<file path="src/rtl/instr_fetch_pkg.sv">
// Shared definitions for the instruction fetch stage: FSM encoding,
// instruction size and the reset value of the instruction register.
package instr_fetch_pkg;

    localparam logic [1:0] ST_BOOT   = 2'd0;
    localparam logic [1:0] ST_RUN    = 2'd1;
    localparam logic [1:0] ST_HALTED = 2'd2;

    localparam logic [31:0] INSTR_BYTES = 32'd4;
    localparam logic [31:0] NOP_INSTR   = 32'h0000_0000;

    function automatic logic is_aligned(input logic [31:0] addr);
        return (addr[1:0] == 2'b00);
    endfunction

endpackage

</file>
<file path="src/rtl/pc_reg.sv">
// Program counter: sequential increment or load of a redirect target,
// asynchronously reset to RESET_PC.
module pc_reg
    import instr_fetch_pkg::*;
#(
    parameter logic [31:0] RESET_PC = 32'h0000_0000
) (
    input  logic        clk,
    input  logic        rst_n,
    input  logic        advance,
    input  logic        load,
    input  logic [31:0] load_pc,
    output logic [31:0] pc
);

    logic [31:0] pc_next;

    // A load always wins over a sequential advance.
    always_comb begin
        pc_next = pc;
        if (load) begin
            pc_next = load_pc;
        end else if (advance) begin
            pc_next = pc + INSTR_BYTES;
        end
    end

    always_ff @(posedge clk or negedge rst_n) begin
        if (!rst_n) begin
            pc <= RESET_PC;
        end else begin
            pc <= pc_next;
        end
    end

endmodule

</file>
<file path="src/rtl/instr_fetch.sv">
// Instruction fetch stage: one-cycle ROM fetch into a valid/ready output
// register, with redirect, halt and sticky misalignment handling.
module instr_fetch
    import instr_fetch_pkg::*;
#(
    parameter logic [31:0] RESET_PC       = 32'h0000_0000,
    parameter int          ROM_WORDS_LOG2 = 10
) (
    input  logic        clk,
    input  logic        rst_n,
    output logic [31:0] rom_address,
    input  logic [31:0] rom_data,
    output logic        rom_read_en,
    output logic        rom_ce,
    input  logic        redirect_valid,
    input  logic [31:0] redirect_pc,
    input  logic        halt,
    output logic        out_valid,
    input  logic        out_ready,
    output logic [31:0] out_instr,
    output logic [31:0] out_pc,
    output logic        misalign_err
);

    logic [1:0]  state_reg, state_next;
    logic        valid_reg, valid_next;
    logic [31:0] instr_reg, instr_next;
    logic [31:0] opc_reg, opc_next;
    logic        err_reg, err_next;
    logic        pc_advance, pc_load;
    logic [31:0] pc;
    logic        transfer, slot_free;
    logic        unused_pc_bits;

    pc_reg #(
        .RESET_PC (RESET_PC)
    ) u_pc_reg (
        .clk     (clk),
        .rst_n   (rst_n),
        .advance (pc_advance),
        .load    (pc_load),
        .load_pc (redirect_pc),
        .pc      (pc)
    );

    assign transfer  = valid_reg && out_ready;
    assign slot_free = !valid_reg || out_ready;

    always_comb begin
        state_next = state_reg;
        valid_next = valid_reg;
        instr_next = instr_reg;
        opc_next   = opc_reg;
        err_next   = err_reg;
        pc_advance = 1'b0;
        pc_load    = 1'b0;
        case (state_reg)
            ST_BOOT: begin
                state_next = ST_RUN;
            end
            ST_RUN: begin
                if (redirect_valid) begin
                    // Any redirect squashes the held instruction; a bad target stops the core for good.
                    valid_next = 1'b0;
                    if (is_aligned(redirect_pc)) begin
                        pc_load = 1'b1;
                        if (halt) begin
                            state_next = ST_HALTED;
                        end
                    end else begin
                        err_next   = 1'b1;
                        state_next = ST_HALTED;
                    end
                end else if (halt) begin
                    state_next = ST_HALTED;
                    if (transfer) begin
                        valid_next = 1'b0;
                    end
                end else if (slot_free) begin
                    instr_next = rom_data;
                    opc_next   = pc;
                    valid_next = 1'b1;
                    pc_advance = 1'b1;
                end
            end
            ST_HALTED: begin
                if (transfer) begin
                    valid_next = 1'b0;
                end
                if (!halt && !err_reg) begin
                    state_next = ST_RUN;
                end
            end
            default: begin
                state_next = ST_BOOT;
            end
        endcase
    end

    always_ff @(posedge clk or negedge rst_n) begin
        if (!rst_n) begin
            state_reg <= ST_BOOT;
            valid_reg <= 1'b0;
            instr_reg <= NOP_INSTR;
            opc_reg   <= 32'h0000_0000;
            err_reg   <= 1'b0;
        end else begin
            state_reg <= state_next;
            valid_reg <= valid_next;
            instr_reg <= instr_next;
            opc_reg   <= opc_next;
            err_reg   <= err_next;
        end
    end

    assign rom_ce      = (state_reg == ST_RUN);
    assign rom_read_en = rom_ce && slot_free;

    // Word address bits beyond the ROM depth are tied low; the bus is idle outside RUN.
    for (genvar gi = 0; gi < 32; gi++) begin : g_rom_addr
        if ((gi < ROM_WORDS_LOG2) && (gi < 30)) begin : g_used
            assign rom_address[gi] = pc[gi+2] & rom_ce;
        end else begin : g_zero
            assign rom_address[gi] = 1'b0;
        end
    end

    assign unused_pc_bits = ^pc;

    assign out_valid    = valid_reg;
    assign out_instr    = instr_reg;
    assign out_pc       = opc_reg;
    assign misalign_err = err_reg;

endmodule

</file>
<file path="config.mk">
export PLATFORM = sky130hd
export DESIGN_NAME = instr_fetch
export DESIGN_NICKNAME = d
export VERILOG_FILES = /design/src/rtl/instr_fetch_pkg.sv /design/src/rtl/pc_reg.sv /design/src/rtl/instr_fetch.sv
export SDC_FILE = /design/constraint.sdc
export NUM_CORES = 1
export LEC_CHECK = 0
export ABC_AREA = 1
export BUFFER_PORTS_ARGS = -buffer_cell sky130_fd_sc_hd__buf_2
export CORE_ASPECT_RATIO = 0.6
export CORE_MARGIN = 4
export CORE_UTILIZATION = 53
export CTS_BUF_LIST = sky130_fd_sc_hd__clkbuf_4 sky130_fd_sc_hd__clkbuf_8
export CTS_CLUSTER_SIZE = 12
export DETAILED_ROUTE_END_ITERATION = 10
export PLACE_DENSITY = 0.9
export SETUP_SLACK_MARGIN = 0.1
export SYNTH_ARGS = -nofsm -noshare
export SYNTH_HDL_FRONTEND = slang
export SYNTH_HIERARCHICAL = 1
export SYNTH_SLANG_ARGS = --single-unit
</file>
<file path="constraint.sdc">
create_clock -name clk -period 2.7 [get_ports clk]
set_clock_uncertainty 0.1 [all_clocks]
set_input_delay 0.27 -clock clk [delete_from_list [all_inputs] [get_ports clk]]
set_output_delay 0.27 -clock clk [all_outputs]
set_load 0.01 [all_outputs]
</file>
Word-level counts from Yosys, hierarchy flattened
Cells that the tools add are included.
{"block": "classes", "n_addsub": 1, "mul": 0, "div": 0, "n_lt_le_gt_ge": 0, "n_eq_ne": 4, "shifts": 0, "mux": 19, "n_bitwise": 13, "reduce_logical": 14}
{"cell": "$mux 32", "count": 2}
{"cell": "$add 32x3->32 const B", "count": 1}
{"cell": "$mux 1", "count": 11}
{"cell": "$and 1x1->1", "count": 10}
{"cell": "$mux 2", "count": 4}
{"cell": "$pmux 2 s3", "count": 1}
{"cell": "$logic_not 2->1", "count": 2}
{"cell": "$ne 4x1->1 const B", "count": 1}
{"cell": "$reduce_and 4->1", "count": 1}
{"cell": "$reduce_bool 2->1", "count": 2}
{"cell": "$logic_and 1x1->1", "count": 3}
{"cell": "$logic_not 1->1", "count": 3}
{"cell": "$not 1->1", "count": 3}
{"cell": "$reduce_and 3->1", "count": 1}
{"cell": "$eq 2x1->1 const B", "count": 1}
{"cell": "$eq 2x2->1 const B", "count": 1}
{"cell": "$ne 2x2->1 const B", "count": 1}
{"cell": "$pmux 1 s2", "count": 1}
{"cell": "$reduce_and 2->1", "count": 1}
{"cell": "$logic_or 1x1->1", "count": 1}
{"block": "totals", "register_bits": 100, "latch_bits": 0, "mem_bits_rw": 0, "romBits": 0, "output_inout_bits": 100, "elab_cells": 57, "mem_count": 0}

Logic depth before layout (Yosys ltp)
Gate-level depths: netlist (run 1).
{"block": "logic_depth", "ltp_word": 8, "depth_mapped": 12, "depth_no_buf": 10}

Modules after synthesis
Netlist (run 1), hierarchy kept.
{"module": "instr_fetch", "instances": 1, "cells_per_inst": 365, "area_per_inst_um2": 2992.9}
{"module": "pc_reg", "instances": 1, "cells_per_inst": 315, "area_per_inst_um2": 2159.6}

Worst setup path after synthesis (run 1)
Ideal clock, no wire load.
{"block": "synth_timing", "path_kind": "reg-to-reg", "startpoint": "register state_reg[1]", "endpoint": "register u_pc_reg.pc[17]", "arrival_ns": 1.904, "path_slack_ns": 0.627, "path_stages_with_launch": 13, "path_buffers": 2, "synth_period_minus_slack_ns": 2.073, "cell_sequence": "dfrtp_1 -> inv_1 -> ha_1 -> inv_2 -> nor2_2 -> nand2_1 -> inv_2 -> buf_2 -> nand2_1 -> inv_1 -> buf_6 -> nand3_1 -> nand3_1"}
{"block": "synth_via", "elab_chain_cells": 3, "word_cells_on_any_way": 5, "cone_classes": "1 x eq/ne; 3 x mux; 1 x reduce/logical"}
{"element": "from (decl)", "line": "instr_fetch.sv:25", "source": "logic [1:0] state_reg, state_next;"}
{"element": "from (signal assigned)", "line": "instr_fetch.sv:108", "source": "state_reg <= state_next;"}
{"element": "$eq 2x1->1"}
{"element": "net rom_ce", "line": "instr_fetch.sv:14", "source": "output logic rom_ce,"}
{"element": "$mux 1", "line": "instr_fetch.sv:57", "source": "case (state_reg)"}
{"element": "net pc_advance", "line": "instr_fetch.sv:30", "source": "logic pc_advance, pc_load;"}
{"element": "$reduce_bool 2->1 (no line)"}
{"element": "to (signal assigned)", "line": "pc_reg.sv:32", "source": "pc <= pc_next;"}
{"element": "to (decl)", "line": "pc_reg.sv:13", "source": "output logic [31:0] pc"}
The timed path passes the listed nets, and every way through them passes these cells.
A chain may end at the register's enable or synchronous reset.

Worst setup path after layout (run 1)
{"block": "layout_timing", "startpoint": "register state_reg[1]", "endpoint": "register u_pc_reg.pc[2]"}
{"block": "layout_via", "elab_chain_cells": 3, "word_cells_on_any_way": 5, "cone_classes": "1 x eq/ne; 3 x mux; 1 x reduce/logical"}
{"element": "$eq 2x1->1 *", "line": "instr_fetch.sv:57"}
{"element": "$mux 1", "line": "instr_fetch.sv:57"}
{"element": "$mux 32 or $reduce_bool 2->1 (tied branches)"}
Mark *: on every way between the ends. The rest lies on a longest branch, timed or not.

==> results of run 1 <==
==> stage by stage <==
step / hold WS [ps] / total power (W) / instance area [µm²] / setup slack (ps) / util [%]
finish: 13.8 / 0.00606 / 6350 / 280 / 68.1
global route: 0.588 / 0.00654 / 6350 / 159 / 68.1
CTS: 1.30 / 0.00602 / 6330 / 364 / 67.9
detailed placement: 226 / 0.00506 / 5860 / 402 / 62.9
global placement: 214 / 0.00496 / 5860 / 512 / 62.9
floorplan: -126 / 0.00412 / 5230 / 627 / -
==> cell type report <==
class                           count  area, µm²
Clock buffer                        9        124
Clock inverter                      7       65.1
Fill cell                         756       2970
Inverter                           44        165
Multi-Input combinational cell    512       2250
Sequential cell                   100       2500
Tap cell                          130        163
Timing Repair Buffer              181       1080
==> final timing paths <==
| path | start | end | cells after the start |
|---|---|---|---|
| max | state_reg[1] | u_pc_reg/pc[2] | 9 |
| min | rom_data[5] | out_instr[5] | 3 |
| max reg2reg | state_reg[1] | u_pc_reg/pc[2] | 9 |
| min reg2reg | u_pc_reg/pc[0] | out_pc[0] | 2 |
| max in group asynchronous | rst_n | out_instr[8] | 3 |
| min in group asynchronous | rst_n | misalign_err | 2 |
==> cells in the final DEF, fill, tap and decap left out, types with 3 or more instances in the layout <==
cell / count
sky130_fd_sc_hd__ha_1: 5
sky130_fd_sc_hd__clkbuf_8: 9
sky130_fd_sc_hd__buf_4: 5
sky130_fd_sc_hd__xor2_1: 6
sky130_fd_sc_hd__inv_1: 41
sky130_fd_sc_hd__a22oi_1: 19
sky130_fd_sc_hd__inv_2: 3
sky130_fd_sc_hd__a21oi_1: 3
sky130_fd_sc_hd__nand3_1: 43
sky130_fd_sc_hd__nand2_2: 4
sky130_fd_sc_hd__o21ai_0: 6
sky130_fd_sc_hd__nor2_1: 38
sky130_fd_sc_hd__conb_1: 22
sky130_fd_sc_hd__buf_2: 145
sky130_fd_sc_hd__nor2_2: 10
sky130_fd_sc_hd__dlygate4sd3_1: 30
sky130_fd_sc_hd__nand2_1: 337
sky130_fd_sc_hd__inv_8: 3
sky130_fd_sc_hd__nor2_4: 4
sky130_fd_sc_hd__and2_1: 3
sky130_fd_sc_hd__o21bai_1: 5
sky130_fd_sc_hd__dfrtp_1: 100
==> metal layers <==
layer	global-route usage, %	vias to the layer above	part of all wire (%)
met2	39.3	233	44
met3	7.96	37	10
met4	6.68	0	2.1
met5	0	-	0
li1	-	2393	-
met1	35.0	2269	44
==> timing repair <==
item | CTS | global route
endpoints found under the hold margin | 71 | 2
hold buffers | 28 | 2
setup buffers | 0 | 0
==> logic make-up (layout without fill, tap and decap cells) <==
logic type | Yosys count | in the layout | share of synthesized area, %
buffers and inverters | 89 | 241 | 9.37
other | 1 | 22 | 0.0728
and+or+nand+nor | 442 | 442 | 34.8
adders and majority gates | 5 | 5 | 1.21
xor gates and xnor gates | 6 | 6 | 1.02
AOI/OAI and AO/OA | 37 | 37 | 4.93
DFF | 100 | 100 | 48.6
==> report_power, final <==
group	switching, W	total (W)	internal, W
Combinational	0.00139	0.00233	0.000940
Sequential	0.000656	0.00280	0.00215
Clock	0.000564	0.000923	0.000359
==> critical path: cells and delay by family, from the launching register on <==
kind                     cells  cell delay (ps)
AND/OR/NAND/NOR              4             1190
adder cells (fa/ha/maj)      1              220
buffers and inverters        3              200
AO/OA/AOI/OAI                1              190
flip-flops                   1              430
==> impl_metrics.yaml, run 1 <==
timing:
  worst_pin_slew_ps: 1200
  finalSetupTns_ps: 0
  fmax_mhz: 413
  number_of_endpoints_with_negative_hold_slack_in_the_final_report: 0
  setup_repair_after_global_routing_missed_its_margin: "false"
  fin_crit_period_ps: 2420
  setup-violations-final: 0
  finalCritPeriodShare_pct: 89.6
  maxSlewViolCount: 0
  timing.max_slew.rel_slack_pct: 19.7
setup_path:
  crit_arrival_ps: 2610
  timing.critical_path.to_type: "flip-flop"
  startpoint_class: "flip-flop"
  critical_path.max_stage_delay_ps: 890
  setup.worst_path.class: "reg -> reg"
  r2r_setup_slack_ps: 280
  cp_cell_sequence: "inv_1, ha_1, inv_2, nor2_2, nand2_2, inv_2, nor2_2, nand2_1, o211ai_1"
  cpMaxStageDelayCell: "sky130_fd_sc_hd__nor2_2"
  critPathRequiredTime_ps: 2890
  critical_path_peak_fanout: 28
layout:
  layout-drive-gt1-share_pct: 22.5
  antennaDiodeCount: 0
  syn_to_final_growth_pct: 23.3
  num-nets-final: 922
  final_cells: 983
cts:
  cts_tree: "built"
  clock_tree.root_cell: "sky130_fd_sc_hd__clkbuf_8"
  htree_num_levels: 3
  clkSinkCount: 100
  cts.path.max_buffers: 2
  clk_transition_reported_paths_ps: 110
  cts-buffers-inserted: 9
  ctsResizeCount: 0
  clk-insertion-delay-late_ps: 370
synthesis:
  flip_flop_and_latch_count_after_synthesis: 100
  synth_sequential_area_ratio_pct: 48.6
  synth_cells: 680
  synth_warnings: 6
  synth_area_leader_cell: "sky130_fd_sc_hd__dfrtp_1"
  asyncSetResetFlopFracSynth_pct: 100
  synth.most_common_cell: "sky130_fd_sc_hd__nand2_1"
  ys_dominant_reg_cell: "sky130_fd_sc_hd__dfrtp_1"
  synth.area.top_cells: "sky130_fd_sc_hd__dfrtp_1 49%, sky130_fd_sc_hd__nand2_1 25%, sky130_fd_sc_hd__buf_4 4.2%, sky130_fd_sc_hd__nand3_1 4.2%, sky130_fd_sc_hd__inv_1 3.0%"
  yosysTopAreaCellShare_pct: 48.6
  post_synth_instance_area_mm2: 0.00515
  synthTopCellsByCount: "338 x sky130_fd_sc_hd__nand2_1, 100 x sky130_fd_sc_hd__dfrtp_1, 43 x sky130_fd_sc_hd__nand3_1"
  syn_area_per_cell_um2: 7.58
  synth_edf_count: 0
  synth.lib_cells_used.distinct: 27
run_status:
  run_status: "finished, final reports clean"
floorplanning:
  io-pin-count: 169
  floorplan.die.width_um: 135
  core_mm2: 0.00932
  design.die.area_mm2: 0.0114
  initial_utilization_pct: 55.3
  row_count: 27
  die_height_um: 84.4
grt:
  grt_pass1_wl_um: 23200
  grt_antenna_before_repair: 0
  via_count_of_the_first_global_routing_pass: 4682
  globalRoute.totalOverflow: 0
  grt_max_degree: 67
  gr-usage-all-layers_pct: 25.4
place:
  dp_cells: 937
  place.port_buffers: 146
  placer_s_final_routability_congestion_estimate: 0.873
  detailed_place_hpwl_um: 9740
drt:
  drc: 0
  first_iter_violations: 384
  drtPass1Iterations: 5
  routed_wire_length_per_instance_um: 14.7
  totalWireLength_um: 14400
  avgViaCountPerCell: 5.02
  routed-via-count: 4932
  antenna_left: 0
power:
  power.leakage_nw: 3.56
  cellPowerDensity_mw_per_mm2: 953
  worst_ir_drop_vdd_uv: 426
hold_path:
  hp-class: "in -> reg"
flow_run:
  timing.max_cap.violations: 0
Power figures use the tool's default switching activity.
==> inputs of run 2 (changes only) <==
CELL_PAD_IN_SITES_DETAIL_PLACEMENT = 1   (was unset)
CELL_PAD_IN_SITES_GLOBAL_PLACEMENT = 2   (was unset)
CORE_UTILIZATION = 29   (was 53)
==> impl_metrics.yaml, run 2 (synthesis gave the netlist of run 1 again) <==
timing:
  post-route-worst-setup-slack_ps: 312
  finalCritPeriodShare_pct: 88.4
  hold_ws_ps: 25.1
  finalSetupTns_ps: 0
  timing.max_slew.rel_slack_pct: 52.6
  setup_repair_after_global_routing_missed_its_margin: "true"
  maxSlewViolCount: 0
  fmax_mhz: 419
  setup-violations-final: 0
  worst_pin_slew_ps: 711
  number_of_endpoints_with_negative_hold_slack_in_the_final_report: 0
  fin_crit_period_ps: 2390
layout:
  n_fill_cell: 2174
  antennaDiodeCount: 0
  layout_commonest_cell: "sky130_fd_sc_hd__nand2_1"
  num-nets-final: 932
  area.sequential_mm2: 0.00250
  layout-drive-gt1-share_pct: 23.1
  most-common-layout-cells: "337 x sky130_fd_sc_hd__nand2_1, 145 x sky130_fd_sc_hd__buf_2, 100 x sky130_fd_sc_hd__dfrtp_1, 43 x sky130_fd_sc_hd__nand3_1, 40 x sky130_fd_sc_hd__inv_1"
  syn_to_final_growth_pct: 27.3
  multi_input_area_mm2: 0.00225
floorplanning:
  io-pin-count: 169
  core_mm2: 0.0173
  floorplan.die.width_um: 180
  initial_utilization_pct: 29.8
  die_height_um: 111
  design.die.area_mm2: 0.0200
  row_count: 37
grt:
  via_count_of_the_first_global_routing_pass: 5050
  gr-usage-all-layers_pct: 17.6
  grt_pass1_wl_um: 28400
  grt_antenna_before_repair: 0
  grt_max_degree: 65
  globalRoute.totalOverflow: 0
flow_run:
  timing.max_cap.violations: 0
setup_path:
  reg2reg_to: "u_pc_reg/pc[4]"
  cpMaxStageDelayCell: "sky130_fd_sc_hd__dfrtp_1"
  startpoint_class: "flip-flop"
  critical_path.max_stage_delay_ps: 440
  worst-r2r-cell-count: 9
  setup.worst_path.class: "reg -> reg"
  critPathRequiredTime_ps: 2850
  timing.critical_path.to_type: "flip-flop"
  critical_path_peak_fanout: 11
  path_buf_inv: 3
  crit_arrival_ps: 2540
  timing.rr.start: "state_reg[1]"
  r2r_setup_slack_ps: 310
  critical-path-top-cell-by-count: "sky130_fd_sc_hd__nand2_1"
  cp_top_family: "simple AND/OR/NAND/NOR gates"
  cp_cell_sequence: "inv_1, ha_1, nand2_1, nor2_2, inv_2, nand2_1, clkinvlp_4, nand2_1, o211ai_1"
place:
  placer_s_final_routability_congestion_estimate: 0.804
  place_worst_setup_slack_ps: 211
  place.port_buffers: 146
  detailed_place_hpwl_um: 12400
hold_path:
  holdPathStages: 3
  hp-start: "redirect_pc[3]"
  endpoint_of_the_worst_hold_path: "u_pc_reg/pc[3]"
  hp-class: "in -> reg"
drt:
  drc: 0
  first_iter_violations: 351
  antenna_left: 0
  avgViaCountPerCell: 4.45
  drtPass1Iterations: 4
  routed_wire_length_per_instance_um: 16.1
  routed-via-count: 4878
  totalWireLength_um: 17700
power:
  worst_ir_drop_vdd_uv: 284
  cellPowerDensity_mw_per_mm2: 942
  power.leakage_nw: 3.59
cts:
  htree_num_levels: 3
  clk-insertion-delay-late_ps: 370
  clock_tree.root_cell: "sky130_fd_sc_hd__clkbuf_8"
  cts_tree: "built"
  cts-buffers-inserted: 9
  clkSinkCount: 100
  cts.path.max_buffers: 2
  clk_transition_reported_paths_ps: 100
run_status:
  run_status: "finished, final reports clean"
-- run 2: worst max-delay path by stage --
stage          depth (start not counted)         start         endpoint  slack (ps)
6_report                               9  state_reg[1]   u_pc_reg/pc[4]         310
3_3_place_gp                          10  state_reg[1]  u_pc_reg/pc[16]         290
4_1_cts                               10  state_reg[1]  u_pc_reg/pc[16]         180
3_5_place_dp                          10  state_reg[1]  u_pc_reg/pc[16]         210
5_1_grt                                9  state_reg[1]  u_pc_reg/pc[15]         100
2_1_floorplan                         12  state_reg[1]  u_pc_reg/pc[17]         630
-- run 2: power by group --
| group | total [W] | internal, W | switching (W) |
|---|---|---|---|
| Clock | 0.000943 | 0.000365 | 0.000578 |
| Sequential | 0.00285 | 0.00215 | 0.000707 |
| Combinational | 0.00238 | 0.000956 | 0.00142 |
| Total | 0.00618 | 0.00347 | 0.00271 |
-- run 2: worst min-delay path, delay by kind of cell --
family | cells | cell delay (ps)
simple gates | 2 | 120
buf+inv | 1 | 80
-- run 2: area by class of cell --
type | instances | share of cell area [%]
inverters | 44 | 2.57
flip-flops and latches | 100 | 38.1
well taps | 234 | 4.46
multi-input cells | 512 | 34.3
clock buffers | 10 | 2.00
clock inverters | 6 | 0.820
repair buffers | 190 | 17.6
repair inverters | 1 | 0.114
-- run 2: timing repair --
action / 4_1_cts / 5_1_grt
setup endpoints to repair: 0 / 11
resized for setup: 0 / 3
hold endpoints to repair: 76 / 1
buffers inserted: 0 / 1
hold buffers: 33 / 1
-- run 2: layer usage --
layer,vias up,GRT usage [%],wire length [µm]
met5,-,0,0
met2,133,25.5,7270
met3,9,4.33,878
met4,0,2.27,101
li1,2416,-,-
met1,2320,27.2,9430
-- run 2: stage by stage --
step / cells / instance area, µm² / util, % / total power, W
after CTS: 1094 / 6530 / 37.8 / 0.00622
final: 1097 / 6560 / 38.0 / 0.00618
after detailed placement: 1045 / 6010 / 34.8 / 0.00521
after global routing: 1097 / 6560 / 38.0 / 0.00672
after floorplan: 701 / 5230 / - / 0.00412
after global placement: 1045 / 6010 / 34.8 / 0.00515
==> inputs of run 3 (changes only) <==
ABC_AREA = unset   (was 1)
CORE_UTILIZATION = 33   (was 29)
PLACE_DENSITY = 0.89   (was 0.9)
==> impl_metrics.yaml, run 3 <==
run_status:
  run_status: "finished, final reports clean"
floorplanning:
  core_mm2: 0.0146
  die_height_um: 103
  initial_utilization_pct: 33.9
  design.die.area_mm2: 0.0171
  io-pin-count: 169
  floorplan.die.width_um: 166
  row_count: 34
synthesis:
  post_synth_instance_area_mm2: 0.00495
  synth.most_common_cell: "sky130_fd_sc_hd__dfrtp_1"
  synth_sequential_area_ratio_pct: 50.6
  synth_edf_count: 0
  synth_top_family_by_area: "multiplexers"
  synth_warnings: 6
  synth_compound_gate_area_share_pct: 6.88
  synth.area.top_cells: "sky130_fd_sc_hd__dfrtp_1 51%, sky130_fd_sc_hd__mux2_4 15%, sky130_fd_sc_hd__mux2_2 3.9%, sky130_fd_sc_hd__buf_4 3.3%, sky130_fd_sc_hd__nand2_1 2.1%"
  asyncSetResetFlopFracSynth_pct: 100
  synth-adder-area-share_pct: 1.26
  synthMuxAreaShare_pct: 19.1
  flip_flop_and_latch_count_after_synthesis: 100
  synth_area_leader_cell: "sky130_fd_sc_hd__dfrtp_1"
  synth_cells: 404
  ys_dominant_reg_cell: "sky130_fd_sc_hd__dfrtp_1"
  synth_simple_gate_area_share_pct: 12.7
  synthTopCellsByCount: "100 x sky130_fd_sc_hd__dfrtp_1, 49 x sky130_fd_sc_hd__mux2_4, 28 x sky130_fd_sc_hd__nand2_1"
  syn_area_per_cell_um2: 12.2
  yosysTopAreaCellShare_pct: 50.6
  yosys.area_share.xor_xnor_pct: 2.66
  synth.lib_cells_used.distinct: 41
place:
  place_worst_setup_slack_ps: 52.8
  place.port_buffers: 146
  place_area_mm2: 0.00584
  detailed_place_hpwl_um: 10400
  placer_s_final_routability_congestion_estimate: 0.799
timing:
  finalCritPeriodShare_pct: 94.6
  fmax_mhz: 391
  maxSlewViolCount: 0
  post-route-worst-setup-slack_ps: 146
  setup_repair_after_global_routing_missed_its_margin: "true"
  worst_pin_slew_ps: 704
  setup-violations-final: 0
  timing.max_slew.rel_slack_pct: 53.0
  fin_crit_period_ps: 2550
  number_of_endpoints_with_negative_hold_slack_in_the_final_report: 0
power:
  power.leakage_nw: 2.97
  worst_ir_drop_vdd_uv: 368
  cellPowerDensity_mw_per_mm2: 1060
setup_path:
  crit_arrival_ps: 2740
  reg2reg_to: "u_pc_reg/pc[27]"
  timing.critical_path.to_type: "flip-flop"
  setup.worst_path.class: "reg -> reg"
  startpoint_class: "flip-flop"
  critPathRequiredTime_ps: 2890
  worstSetupStartpoint: "state_reg[1]"
  r2r_setup_slack_ps: 150
  timing.rr.start: "state_reg[1]"
  critical_path_peak_fanout: 5
  worst-r2r-cell-count: 9
cts:
  cts.path.max_buffers: 2
  cts-buffers-inserted: 9
  cts_tree: "built"
  clk_transition_reported_paths_ps: 100
  clkSinkCount: 100
  clk-insertion-delay-late_ps: 370
  clock_tree.root_cell: "sky130_fd_sc_hd__clkbuf_8"
  htree_num_levels: 3
hold_path:
  hp-class: "in -> reg"
  holdPathStages: 3
  endpoint_of_the_worst_hold_path: "u_pc_reg/pc[2]"
  hp-start: "redirect_pc[2]"
drt:
  antenna_left: 0
  totalWireLength_um: 14000
  first_iter_violations: 229
  drtPass1Iterations: 4
  routed_wire_length_per_instance_um: 18.3
  avgViaCountPerCell: 4.84
  drc: 0
  routed-via-count: 3700
layout:
  syn_to_final_growth_pct: 25.1
  most-common-layout-cells: "145 x sky130_fd_sc_hd__buf_2, 99 x sky130_fd_sc_hd__dfrtp_1, 49 x sky130_fd_sc_hd__mux2_4, 27 x sky130_fd_sc_hd__nand2_1, 22 x sky130_fd_sc_hd__conb_1"
  layout_commonest_cell: "sky130_fd_sc_hd__buf_2"
  finalInstanceArea_mm2: 0.00619
  num-nets-final: 636
  layout-drive-gt1-share_pct: 45.1
  antennaDiodeCount: 0
grt:
  gr-usage-all-layers_pct: 16.5
  grt_antenna_before_repair: 0
  grt_pass1_wl_um: 22300
  via_count_of_the_first_global_routing_pass: 3842
  globalRoute.totalOverflow: 0
  grt_max_degree: 54
flow_run:
  timing.max_cap.violations: 0
-- run 3: cell types whose count changed after synthesis, moves of 18 or more --
cell | previous run | this run
sky130_fd_sc_hd__a22oi_1 | 19 | 1
sky130_fd_sc_hd__inv_1 | 41 | 6
sky130_fd_sc_hd__nand2_1 | 338 | 28
sky130_fd_sc_hd__nand3_1 | 43 | 9
sky130_fd_sc_hd__nor2_1 | 39 | 17
sky130_fd_sc_hd__mux2_4 | 0 | 49
-- run 3: critical path, stage by stage, from the launching register on --
cell and delay (ps):
sky130_fd_sc_hd__dfrtp_1 420, sky130_fd_sc_hd__inv_2 100, sky130_fd_sc_hd__ha_4 130, sky130_fd_sc_hd__nor3b_4 240
sky130_fd_sc_hd__nand2_4 90, sky130_fd_sc_hd__inv_4 70, sky130_fd_sc_hd__nand4_4 100, sky130_fd_sc_hd__or4b_4 590
sky130_fd_sc_hd__or4_4 450, sky130_fd_sc_hd__a31oi_4 190
-- run 3: area by class of cell --
class / instances / area [µm²]
timing repair buffer: 168 / 935
inverter: 7 / 28.8
multi-input combinational: 276 / 2260
sequential: 100 / 2500
clock buffer: 10 / 138
clock inverter: 6 / 71.3
tap: 198 / 248
fill: 1623 / 8400
-- run 3: worst max-delay path by stage --
stage / slack, ps / end / cells after the start
after floorplan: -160 / u_pc_reg/pc[27] / 13
final: 150 / u_pc_reg/pc[27] / 9
after CTS: 100 / u_pc_reg/pc[29] / 8
after detailed placement: 50 / u_pc_reg/pc[31] / 9
after global routing: 80 / u_pc_reg/pc[29] / 9
after global placement: 160 / u_pc_reg/pc[23] / 9
-- run 3: logic make-up after synthesis --
kind of cell | count (synthesis)
AOI/OAI and AO/OA | 54
xor gates and xnor gates | 15
muxes | 68
buffers and inverters | 49
DFF | 100
adders and majority gates | 5
other | 1
and+or+nand+nor | 112
-- run 3: what timing repair did --
| action | in CTS | in global routing |
|---|---|---|
| buffers inserted | 1 | 2 |
| hold buffers | 5 | 3 |
| resized for setup | 2 | 6 |
| hold endpoints to repair | 56 | 3 |
| pin swaps | 1 | 3 |
| endpoints found under the setup margin | 7 | 38 |
-- run 3: stage by stage --
stage	hold slack, ps	utilization [%]	setup TNS, ps	total power (W)	instances
floorplan	-126	-	-896	0.00443	425
global placement	257	40.0	0	0.00540	738
detailed placement	273	40.0	0	0.00555	738
CTS	0.852	41.9	0	0.00661	760
global route	0.0474	42.4	0	0.00704	765
finish	14.2	42.4	0	0.00656	765
-- run 3: routing by layer --
metal,share of wire [%],wire (µm),track usage [%]
met1,51,7130,24.3
met2,42,5940,24.2
met5,0,0,0
met3,5.7,796,4.67
met4,0.95,133,4.06
-- run 3: where the power goes --
group	internal, W	switching, W	leakage [nW]
sequential	0.00222	0.000687	1.20
clock	0.000461	0.000552	0.0991
combinational	0.00143	0.00121	1.67
total	0.00411	0.00245	2.97
